$ cat src/rtl/vertex_result_collector_pkg.sv
// Shared project package: vector width, node-id range and the collector FSM encoding.
package vertex_result_collector_pkg;

  // Partial-sum / result width used by the PEs and the collector.
  localparam int FV_size     = 16;
  // Largest node id in the graph; node ids are IDW bits wide.
  localparam int Max_Node_id = 100;
  localparam int IDW         = $clog2(Max_Node_id);

  // Collector state: IDLE holds nothing, ACCUM holds a partial sum in acc/acc_id.
  typedef enum logic [0:0] {
    ST_IDLE  = 1'b0,
    ST_ACCUM = 1'b1
  } vrc_state_e;

endpackage

$ cat src/rtl/vertex_result_collector_if.sv
// Bundle of the PE beat channel and the output-memory write channel.
// master drives beats and grants (PE / memory side), slave is the collector.
interface vertex_result_collector_if
  #(parameter int DW = vertex_result_collector_pkg::FV_size,
    parameter int AW = vertex_result_collector_pkg::IDW);

  logic          in_valid;
  logic          in_ready;
  logic [DW-1:0] in_data;
  logic [AW-1:0] in_node_id;
  logic          in_last;

  logic          wr_req;
  logic          wr_gnt;
  logic [AW-1:0] wr_addr;
  logic [DW-1:0] wr_data;

  modport master (
    output in_valid, in_data, in_node_id, in_last, wr_gnt,
    input  in_ready, wr_req, wr_addr, wr_data
  );

  modport slave (
    input  in_valid, in_data, in_node_id, in_last, wr_gnt,
    output in_ready, wr_req, wr_addr, wr_data
  );

endinterface

$ cat src/rtl/vertex_result_collector_result_fifo.sv
// Small register-based FIFO holding completed {node_id, result} entries.
// Head entry is presented combinationally from the storage registers.
module result_fifo #(
  parameter int WIDTH = 23,
  parameter int DEPTH = 4
) (
  input  logic             clk,
  input  logic             reset,
  input  logic             push,
  input  logic [WIDTH-1:0] push_data,
  input  logic             pop,
  output logic             full,
  output logic             empty,
  output logic [WIDTH-1:0] head_data
);

  localparam int PTRW = (DEPTH > 1) ? $clog2(DEPTH) : 1;
  localparam int CNTW = $clog2(DEPTH + 1);
  localparam logic [PTRW-1:0] LAST_PTR  = PTRW'(DEPTH - 1);
  localparam logic [CNTW-1:0] FULL_CNT  = CNTW'(DEPTH);

  logic [WIDTH-1:0] mem_q [DEPTH];
  logic [WIDTH-1:0] mem_d [DEPTH];
  logic [PTRW-1:0]  wr_ptr_q, wr_ptr_d;
  logic [PTRW-1:0]  rd_ptr_q, rd_ptr_d;
  logic [CNTW-1:0]  count_q, count_d;
  logic             do_push_s;
  logic             do_pop_s;

  // Next-state for storage, pointers and occupancy; pointers wrap at DEPTH.
  always_comb begin
    mem_d     = mem_q;
    wr_ptr_d  = wr_ptr_q;
    rd_ptr_d  = rd_ptr_q;
    count_d   = count_q;
    do_push_s = push && (count_q != FULL_CNT);
    do_pop_s  = pop && (count_q != {CNTW{1'b0}});
    if (do_push_s) begin
      mem_d[wr_ptr_q] = push_data;
      wr_ptr_d = (wr_ptr_q == LAST_PTR) ? {PTRW{1'b0}} : wr_ptr_q + PTRW'(1);
    end else begin
      wr_ptr_d = wr_ptr_q;
    end
    if (do_pop_s) begin
      rd_ptr_d = (rd_ptr_q == LAST_PTR) ? {PTRW{1'b0}} : rd_ptr_q + PTRW'(1);
    end else begin
      rd_ptr_d = rd_ptr_q;
    end
    case ({do_push_s, do_pop_s})
      2'b10:   count_d = count_q + CNTW'(1);
      2'b01:   count_d = count_q - CNTW'(1);
      default: count_d = count_q;
    endcase
  end

  // FIFO state registers; reset clears storage so the head reads as zero.
  always_ff @(posedge clk or negedge reset) begin
    if (!reset) begin
      for (int i = 0; i < DEPTH; i++) begin
        mem_q[i] <= {WIDTH{1'b0}};
      end
      wr_ptr_q <= {PTRW{1'b0}};
      rd_ptr_q <= {PTRW{1'b0}};
      count_q  <= {CNTW{1'b0}};
    end else begin
      mem_q    <= mem_d;
      wr_ptr_q <= wr_ptr_d;
      rd_ptr_q <= rd_ptr_d;
      count_q  <= count_d;
    end
  end

  assign full      = (count_q == FULL_CNT);
  assign empty     = (count_q == {CNTW{1'b0}});
  assign head_data = mem_q[rd_ptr_q];

endmodule

$ cat src/rtl/vertex_result_collector.sv
// Vertex result collector: sums PE partial-sum beats per node and queues the
// finished node results for writing to output memory in completion order.
module vertex_result_collector #(
  parameter int FV_size     = vertex_result_collector_pkg::FV_size,
  parameter int Max_Node_id = vertex_result_collector_pkg::Max_Node_id,
  parameter int FIFO_DEPTH  = 4
) (
  input  logic                             clk,
  input  logic                             reset,
  vertex_result_collector_if.slave         bus,
  output logic [15:0]                      node_cnt,
  output logic                             err_mismatch
);

  import vertex_result_collector_pkg::*;

  localparam int IDW = $clog2(Max_Node_id);
  localparam int EW  = IDW + FV_size;

  vrc_state_e         state_q, state_d;
  logic [FV_size-1:0] acc_q, acc_d;
  logic [IDW-1:0]     acc_id_q, acc_id_d;
  logic               err_q, err_d;
  logic [15:0]        cnt_q, cnt_d;

  logic               accept_s;
  logic               same_id_s;
  logic [FV_size-1:0] sum_s;
  logic               push_s;
  logic [EW-1:0]      push_data_s;
  logic               pop_s;
  logic               fifo_full_s;
  logic               fifo_empty_s;
  logic [EW-1:0]      head_s;

  assign accept_s  = bus.in_valid && !fifo_full_s;
  assign same_id_s = (bus.in_node_id == acc_id_q);
  assign sum_s     = acc_q + bus.in_data;
  assign pop_s     = !fifo_empty_s && bus.wr_gnt;

  // FSM state register plus the datapath registers it controls.
  always_ff @(posedge clk or negedge reset) begin
    if (!reset) begin
      state_q  <= ST_IDLE;
      acc_q    <= {FV_size{1'b0}};
      acc_id_q <= {IDW{1'b0}};
      err_q    <= 1'b0;
      cnt_q    <= 16'h0000;
    end else begin
      state_q  <= state_d;
      acc_q    <= acc_d;
      acc_id_q <= acc_id_d;
      err_q    <= err_d;
      cnt_q    <= cnt_d;
    end
  end

  // Next-state: any accepted last beat ends in IDLE, a non-last beat ends in ACCUM.
  always_comb begin
    state_d = state_q;
    case (state_q)
      ST_IDLE: begin
        if (accept_s && !bus.in_last) begin
          state_d = ST_ACCUM;
        end else begin
          state_d = ST_IDLE;
        end
      end
      ST_ACCUM: begin
        if (accept_s && bus.in_last) begin
          state_d = ST_IDLE;
        end else begin
          state_d = ST_ACCUM;
        end
      end
      default: state_d = ST_IDLE;
    endcase
  end

  // Datapath/outputs: accumulate, push finished nodes, flag id changes mid-node.
  always_comb begin
    acc_d       = acc_q;
    acc_id_d    = acc_id_q;
    err_d       = err_q;
    push_s      = 1'b0;
    push_data_s = {EW{1'b0}};
    if (accept_s) begin
      if ((state_q == ST_ACCUM) && same_id_s) begin
        if (bus.in_last) begin
          push_s      = 1'b1;
          push_data_s = {acc_id_q, sum_s};
        end else begin
          acc_d = sum_s;
        end
      end else begin
        // A different id while accumulating drops the old partial sum.
        if (state_q == ST_ACCUM) begin
          err_d = 1'b1;
        end else begin
          err_d = err_q;
        end
        if (bus.in_last) begin
          push_s      = 1'b1;
          push_data_s = {bus.in_node_id, bus.in_data};
        end else begin
          acc_d    = bus.in_data;
          acc_id_d = bus.in_node_id;
        end
      end
    end else begin
      push_s = 1'b0;
    end
    if (pop_s && (cnt_q != 16'hFFFF)) begin
      cnt_d = cnt_q + 16'd1;
    end else begin
      cnt_d = cnt_q;
    end
  end

  result_fifo #(
    .WIDTH (EW),
    .DEPTH (FIFO_DEPTH)
  ) u_result_fifo (
    .clk       (clk),
    .reset     (reset),
    .push      (push_s),
    .push_data (push_data_s),
    .pop       (pop_s),
    .full      (fifo_full_s),
    .empty     (fifo_empty_s),
    .head_data (head_s)
  );

  assign bus.in_ready = !fifo_full_s;
  assign bus.wr_req   = !fifo_empty_s;
  assign bus.wr_addr  = head_s[FV_size +: IDW];
  assign bus.wr_data  = head_s[FV_size-1:0];
  assign node_cnt     = cnt_q;
  assign err_mismatch = err_q;

endmodule

$ cat src/flat_wrapper.sv
// flat-port wrapper written by rule: the top's interface ports become plain ports
module vertex_result_collector_flat import vertex_result_collector_pkg::*;
#(
  parameter int FV_size     = vertex_result_collector_pkg::FV_size,
  parameter int Max_Node_id = vertex_result_collector_pkg::Max_Node_id,
  parameter int FIFO_DEPTH  = 4
)
  (clk, reset, node_cnt, err_mismatch, bus_in_valid, bus_in_data, bus_in_node_id, bus_in_last, bus_wr_gnt, bus_in_ready, bus_wr_req, bus_wr_addr, bus_wr_data);
  vertex_result_collector_if #(.DW(FV_size), .AW(IDW)) bus_i ();
  input  logic clk;
  input  logic reset;
  output logic [15:0] node_cnt;
  output logic err_mismatch;
  input wire logic [$bits(bus_i.in_valid)-1:0] bus_in_valid;
  input wire logic [$bits(bus_i.in_data)-1:0] bus_in_data;
  input wire logic [$bits(bus_i.in_node_id)-1:0] bus_in_node_id;
  input wire logic [$bits(bus_i.in_last)-1:0] bus_in_last;
  input wire logic [$bits(bus_i.wr_gnt)-1:0] bus_wr_gnt;
  output wire logic [$bits(bus_i.in_ready)-1:0] bus_in_ready;
  output wire logic [$bits(bus_i.wr_req)-1:0] bus_wr_req;
  output wire logic [$bits(bus_i.wr_addr)-1:0] bus_wr_addr;
  output wire logic [$bits(bus_i.wr_data)-1:0] bus_wr_data;
  assign bus_i.in_valid = bus_in_valid;
  assign bus_i.in_data = bus_in_data;
  assign bus_i.in_node_id = bus_in_node_id;
  assign bus_i.in_last = bus_in_last;
  assign bus_i.wr_gnt = bus_wr_gnt;
  assign bus_in_ready = bus_i.in_ready;
  assign bus_wr_req = bus_i.wr_req;
  assign bus_wr_addr = bus_i.wr_addr;
  assign bus_wr_data = bus_i.wr_data;
  vertex_result_collector #(.FV_size(FV_size), .Max_Node_id(Max_Node_id), .FIFO_DEPTH(FIFO_DEPTH)) u_core (.clk(clk), .reset(reset), .bus(bus_i), .node_cnt(node_cnt), .err_mismatch(err_mismatch));
endmodule
$ cat config.mk
export PLATFORM = sky130hd
export DESIGN_NAME = vertex_result_collector_flat
export DESIGN_NICKNAME = d
export VERILOG_FILES = /design/src/rtl/vertex_result_collector_pkg.sv /design/src/rtl/vertex_result_collector_if.sv /design/src/rtl/vertex_result_collector_result_fifo.sv /design/src/rtl/vertex_result_collector.sv /design/src/flat_wrapper.sv
export SDC_FILE = /design/constraint.sdc
export NUM_CORES = 1
export LEC_CHECK = 0
export ABC_AREA = 1
export BUFFER_PORTS_ARGS = -buffer_cell sky130_fd_sc_hd__buf_4
export CAP_MARGIN = 0
export CORE_UTILIZATION = 34
export CTS_CLUSTER_SIZE = 24
export DETAILED_ROUTE_END_ITERATION = 16
export PLACE_DENSITY = 0.51
export SLEW_MARGIN = 20
export SYNTH_ARGS = -nofsm -noshare
export SYNTH_HDL_FRONTEND = slang
export SYNTH_SLANG_ARGS = --single-unit
$ cat constraint.sdc
create_clock -name clk -period 2.27 [get_ports clk]
set_input_delay 0.1135 -clock clk [delete_from_list [all_inputs] [get_ports clk]]
set_output_delay 0.1135 -clock clk [all_outputs]
set_load 0.01 [all_outputs]
## Word level (Yosys, flattened, before mapping)

Cells that the tools add are included.

| storage, ports and cells | value |
|---|---|
| logic and storage cells | 73 |
| output and inout port bits | 42 |
| bits in registers | 140 |
| input port bits | 28 |

| operators by class | value |
|---|---|
| reductions and logical operators | 18 |
| eq/ne operators | 8 |
| muxes and demuxes | 21 |
| $add $sub $neg | 6 |
| order comparisons | 3 |
| bitwise gates (word level) | 5 |

Operator list:

| cell | number |
|---|---|
| $mux W23 | 7 |
| $bwmux W92 | 1 |
| $mux W16 | 3 |
| $bmux W23 S2 | 1 |
| $demux W23 S2 | 1 |
| $add A16 B1 Y16 const B | 1 |
| $add A16 B16 Y16 | 1 |
| $ne A16 B16 Y1 const B | 1 |
| $logic_and A1 B1 Y1 | 9 |
| $eq A7 B7 Y1 | 1 |
| $eq A2 B2 Y1 const B | 3 |
| $ge A3 B3 Y1 const B | 2 |
| $not A2 Y3 | 2 |
| $pmux W3 S2 | 1 |
| $reduce_and A3 Y1 | 2 |
| $add A2 B1 Y2 const B | 2 |
| $mux W1 | 4 |
| $mux W2 | 2 |
| $add A3 B1 Y3 const B | 1 |
| $eq A3 B3 Y1 const B | 1 |
| $logic_not A1 Y1 | 3 |
| $logic_not A3 Y1 | 1 |
| $lt A3 B1 Y1 const B | 1 |
| $ne A3 B3 Y1 const B | 1 |
| other kinds (7) | 9 |

## Logic depth before layout (Yosys ltp)

| logic depth | value |
|---|---|
| word-level depth | 7 |
| gate-level depth with buffers | 13 |
| depth with buffers taken out | 13 |

## By module

Synthesis repeated with hierarchy kept, for this count alone.

| second synthesis, totals | value |
|---|---|
| cell total of the unflattened synthesis | 1,115 |
| area, all modules | 8,251.7 um^2 |

By module, submodules not included:

| module | cells each | area an instance (um^2) | times used | sequential area each (um^2) |
|---|---|---|---|---|
| result_fifo | 637 | 5,058.6 | 1 | 2,477.4 |
| vertex_result_collector | 478 | 3,193.1 | 1 | 1,026.0 |

## Worst setup path after synthesis

Ideal clock, no wire load.

| timing path | value |
|---|---|
| kind | register to register |
| start point | register u_core.u_result_fifo.count_q[1] |
| end point | register u_core.u_result_fifo.count_q[2] |
| setup time | 131 ps |
| arrival time | 1,795 ps |
| path slack | 344 ps |
| data required time | 2,139 ps |
| path buffers | 0 |
| period minus slack after synthesis | 1,926 ps |
| cell stages (with the launch flop) | 12 |
| path through | dfrtp_1 -> inv_1 -> nand3_2 -> nand2_4 -> nor2_8 -> inv_2 -> ha_1 -> inv_1 -> fa_1 -> a21oi_1 -> o21ai_0 -> xor2_1 |

| on the way | value |
|---|---|
| word-level cells in the longest chain between the ends | 7 |
| elaborated cells on any way between the ends | 17 |
| classes of those cells | 2 x add/sub; 4 x eq/ne; 2 x mux; 9 x reduce/logical |

RTL lines:

| item | RTL line | RTL |
|---|---|---|
| from (decl) | vertex_result_collector_result_fifo.sv:26 | `logic [CNTW-1:0] count_q, count_d;` |
| from (signal assigned) | vertex_result_collector_result_fifo.sv:64 | `count_q <= {CNTW{1'b0}};` |
| from (signal assigned) | vertex_result_collector_result_fifo.sv:69 | `count_q <= count_d;` |
| $eq A3 B3 Y1 * | vertex_result_collector_result_fifo.sv:73 | `assign full = (count_q == FULL_CNT);` |
| $logic_not A1 Y1 * | - |  |
| named net bus_in_ready | flat_wrapper.sv:19 | `output wire logic [$bits(bus_i.in_ready)-1:0] bus_in_ready;` |
| $logic_and A1 B1 Y1 * | vertex_result_collector.sv:36 | `assign accept_s = bus.in_valid && !fifo_full_s;` |
| $mux W1 * | vertex_result_collector.sv:87 | `if (accept_s) begin` |
| $logic_and A1 B1 Y1 * | vertex_result_collector_result_fifo.sv:36 | `do_push_s = push && (count_q != FULL_CNT);` |
| $eq A2 B1 Y1 or $eq A2 B2 Y1 (tied branches) | vertex_result_collector_result_fifo.sv:49 | `case ({do_push_s, do_pop_s})` |
| $pmux W3 S2 or $reduce_bool A2 Y1 (tied branches) | - |  |

Mark *: on every way through the listed nets, which the timed path passes. The rest lies on a longest branch.
A chain may end at the register's enable or synchronous reset.

## Worst setup path in the final report

| timing path | value |
|---|---|
| start point | register u_core.acc_q[0] |
| end point | register u_core.u_result_fifo.mem_q[37] (netlist name) |

| on the way | value |
|---|---|
| word-level cells in the longest chain between the ends | 5 |

RTL lines:

| item | RTL line | RTL |
|---|---|---|
| from (decl) | vertex_result_collector.sv:21 | `logic [FV_size-1:0] acc_q, acc_d;` |
| from (signal assigned) | vertex_result_collector.sv:45 | `acc_q <= {FV_size{1'b0}};` |
| $add A16 B16 Y16 | vertex_result_collector.sv:38 | `assign sum_s = acc_q + bus.in_data;` |
| $mux W23 | vertex_result_collector.sv:89 | `if (bus.in_last) begin` |
| $mux W23 | vertex_result_collector.sv:88 | `if ((state_q == ST_ACCUM) && same_id_s) begin` |
| $mux W23 | vertex_result_collector.sv:87 |  |
| $bwmux W92 | vertex_result_collector_result_fifo.sv:39 | `mem_d[wr_ptr_q] = push_data;` |
| to (signal, indexed assignment) | vertex_result_collector_result_fifo.sv:60 | `mem_q[i] <= {WIDTH{1'b0}};` |
| to (signal assigned) | vertex_result_collector_result_fifo.sv:66 | `mem_q <= mem_d;` |
| to (decl) | vertex_result_collector_result_fifo.sv:22 | `logic [WIDTH-1:0] mem_q [DEPTH];` |

Every way passes these cells.

==> results_dict.tcl <==
set metrics [dict create \
    status "finished clean" \
    cts_max_level 4 \
    routedWlPerCell_um 15.3 \
    area_growth_pct 21.3 \
    seq_area_frac_synth 0.466 \
    initial_core_util 0.346 \
    cts_tree "built" \
    synth.avg_cell_area_sq_um 7.81 \
    fill_cells 2269 \
    relSlewSlack 0.549 \
    cp_max_fo 5 \
    required_ns 2.58 \
    multi_input_area_sq_um 3540 \
    nNetsFinal 1096 \
    drv_slew 0 \
    vias 6361 \
    drive_above_1_share 0.159 \
    seqCellArea_sq_um 3500 \
    avgViaCountPerCell 4.76 \
    dp_hpwl_um 14000 \
    setup_ws_ns 0.239 \
    p_leak_nw 4.71 \
    cp.arrival_ns 2.34 \
    gr-usage-all-layers 0.194 \
    dieArea_sq_um 22700 \
    ys_warn_count 0 \
    post_cts_buffers 0 \
    ant_nets 0 \
    clockBufferDepth 2 \
    setup_viol 0 \
    drc 0 \
    io-pin-count 70 \
    syn_inst 963 \
    grt_pass1_wl_um 33300 \
    antenna_cells 0 \
    period_minus_slack_ns 2.03 \
    place.port_buffers 69 \
    ir_worst_vdd_v 0.000624 \
    grt_antenna_before_repair 0 \
    cp-start-kind "flop" \
    clk-insertion-delay-late_ns 0.42 \
    detailedPlace.worstSlack_ns 0.225 \
    fin_tns_setup_ns 0 \
    post_cts_hold_buffer_count 7 \
    fp.coreArea_sq_um 21800 \
    max_clock_freq_ghz 0.492 \
    post_synth_num_cell_types 35 \
    power_density_nw_per_um2 1390 \
    tightest_slew_ns 0.671 \
    grt_setup_unrepaired "false" \
    cts_sinks 140 \
    clk_pin_slew_worst_paths_ns 0.06 \
    fin_util 0.419 \
    grt_pass1_vias 6184 \
    cts_root_buf "clkbuf_16" \
    worst-setup-path-type "reg2reg" \
    synth_top_area_frac 0.466 \
    grt_overflow 0 \
    cts_made_buffers 17 \
    fp.dieH_um 151 \
    end_kind "flop" \
    syn-num-nets 1015 \
    firstDrtPassIters 5 \
    rows 54 \
    clock_skew_ns 0.00615 \
    die_x_um 151 \
    post_cts_resized 0 \
    gp_congestion 0.799 \
    ys_ff_latch 140 \
    fin_crit_sh 0.895 \
    totalWireLength_um 20400 \
    drt_iter0_drc 463 \
    synth_top_area_cell "dfrtp_1" \
    min_path_type "in2reg" \
    grt_max_degree 53 \
    ys_top_cells_by_area "dfrtp_1 47%, nand2_1 18%, o21ai_0 4.9%" \
    synth_area_sq_um 7520 \
    finalHoldViolCount 0 \
    cap_violations 0 \
]
-- worst max-delay path, cell delays in order, from the launching register on --
cell     delay [ns]
dfrtp_1        0.38
ha_1           0.21
fa_1           0.41
nand2_1        0.08
nand2_1        0.06
nand3_1        0.07
nand2_1        0.12
nand2_1        0.14
nand2_1        0.06
nand2_1        0.06
nand3_1        0.15
nand3_1        0.12
nand2_1        0.05
-- layout by cell type, fill, tap and decap left out, drive strengths merged --
cell type    synthesis  layout
buf                 20      93
or2                 10      10
dfrtp              140     140
ha                  22      22
nor2                71      71
o21ai               82      82
and2                 1       1
nor4                 1       1
o22ai               23      23
clkbuf              18      20
bufinv               0       6
xnor2               16      16
dlygate4sd3          0       7
clkinvlp             0       4
nand4                3       3
o31ai                1       1
xor2                15      15
inv                 69      69
a21o                 1       1
nor3                14      14
fa                   2       2
clkinv               0       1
nand3               73      73
a21oi                9       9
nand2              372     372
-- per-layer routing --
layer | vias up | wire (um) | track usage
li1 | 3244 | - | -
met1 | 2987 | 9800 | 0.260
met2 | 112 | 9490 | 0.316
met3 | 18 | 890 | 0.0394
met4 | 0 | 238 | 0.0550
met5 | - | 0 | 0
-- final timing paths --
path | cells after the start | start | end | slack, ns
worst max-delay path | 12 | u_core.acc_q[0] | u_core.u_result_fifo.mem_q[37] | 0.24
worst min-delay path | 3 | bus_in_node_id[0] | u_core.acc_id_q[0] | 0.02
worst max register to register | 12 | u_core.acc_q[0] | u_core.u_result_fifo.mem_q[37] | 0.24
worst min register to register | 2 | u_core.u_result_fifo.mem_q[23] | u_core.u_result_fifo.mem_q[23] | 0.47
max in group asynchronous | 3 | reset | u_core.u_result_fifo.mem_q[37] | 1.37
min in group asynchronous | 2 | reset | u_core.acc_id_q[4] | 0.20
-- area by class of cell --
class,instances,area share
Clock buffer,20,0.0500
Clock inverter,11,0.0236
Inverter,69,0.0284
Multi-Input combinational cell,716,0.388
Sequential cell,140,0.384
Tap cell,280,0.0384
Timing Repair Buffer,100,0.0873
-- cells by family after synthesis --
logic type / after synthesis / share of synthesized area
and+or+nand+nor: 545 / 0.308
DFF: 140 / 0.466
AOI/OAI and AO/OA: 116 / 0.0847
adders and majority gates: 24 / 0.0419
buffers and inverters: 107 / 0.0632
xor gates and xnor gates: 31 / 0.0361
-- synth_stat cells (all sizes together) --
master	instances
a21oi	9
nor4	1
xor2	15
nor3	14
clkbuf	18
o31ai	1
a21o	1
inv	69
nand4	3
buf	20
nand3	73
fa	2
xnor2	16
nor2	71
o22ai	23
o21ai	82
dfrtp	140
or2	10
nand2	372
and2	1
ha	22
-- flip-flops by register name (all words and copies together), names as in the netlist, named ones only --
signal and flops:
u_core.acc_id_q 7, u_core.acc_q 16, u_core.err_mismatch 1, u_core.node_cnt 16
u_core.u_result_fifo.count_q 3, u_core.u_result_fifo.mem_q 92, u_core.u_result_fifo.rd_ptr_q 2, u_core.u_result_fifo.wr_ptr_q 2
-- per-stage QoR --
| stage | area, sq um | std cells | power (W) | hold WS [ns] |
|---|---|---|---|---|
| 6_report | 9130 | 1336 | 0.0126 | 0.0210 |
| 5_1_grt | 9130 | 1336 | 0.0137 | 0.0207 |
| 4_1_cts | 9130 | 1336 | 0.0128 | 0.00212 |
| 3_5_place_dp | 8380 | 1298 | 0.00952 | 0.105 |
| 3_3_place_gp | 8380 | 1298 | 0.00948 | 0.107 |
| 2_1_floorplan | 7520 | 963 | 0.00749 | -0.182 |
-- power by group --
| part | total, W | switching, W | leakage, nW | internal [W] |
|---|---|---|---|---|
| clock network | 0.00317 | 0.00106 | 0.314 | 0.00211 |
| registers | 0.00420 | 0.000649 | 1.74 | 0.00355 |
| logic | 0.00526 | 0.00311 | 2.66 | 0.00215 |
| total | 0.0126 | 0.00482 | 4.71 | 0.00782 |
Power figures use the tool's default switching activity.
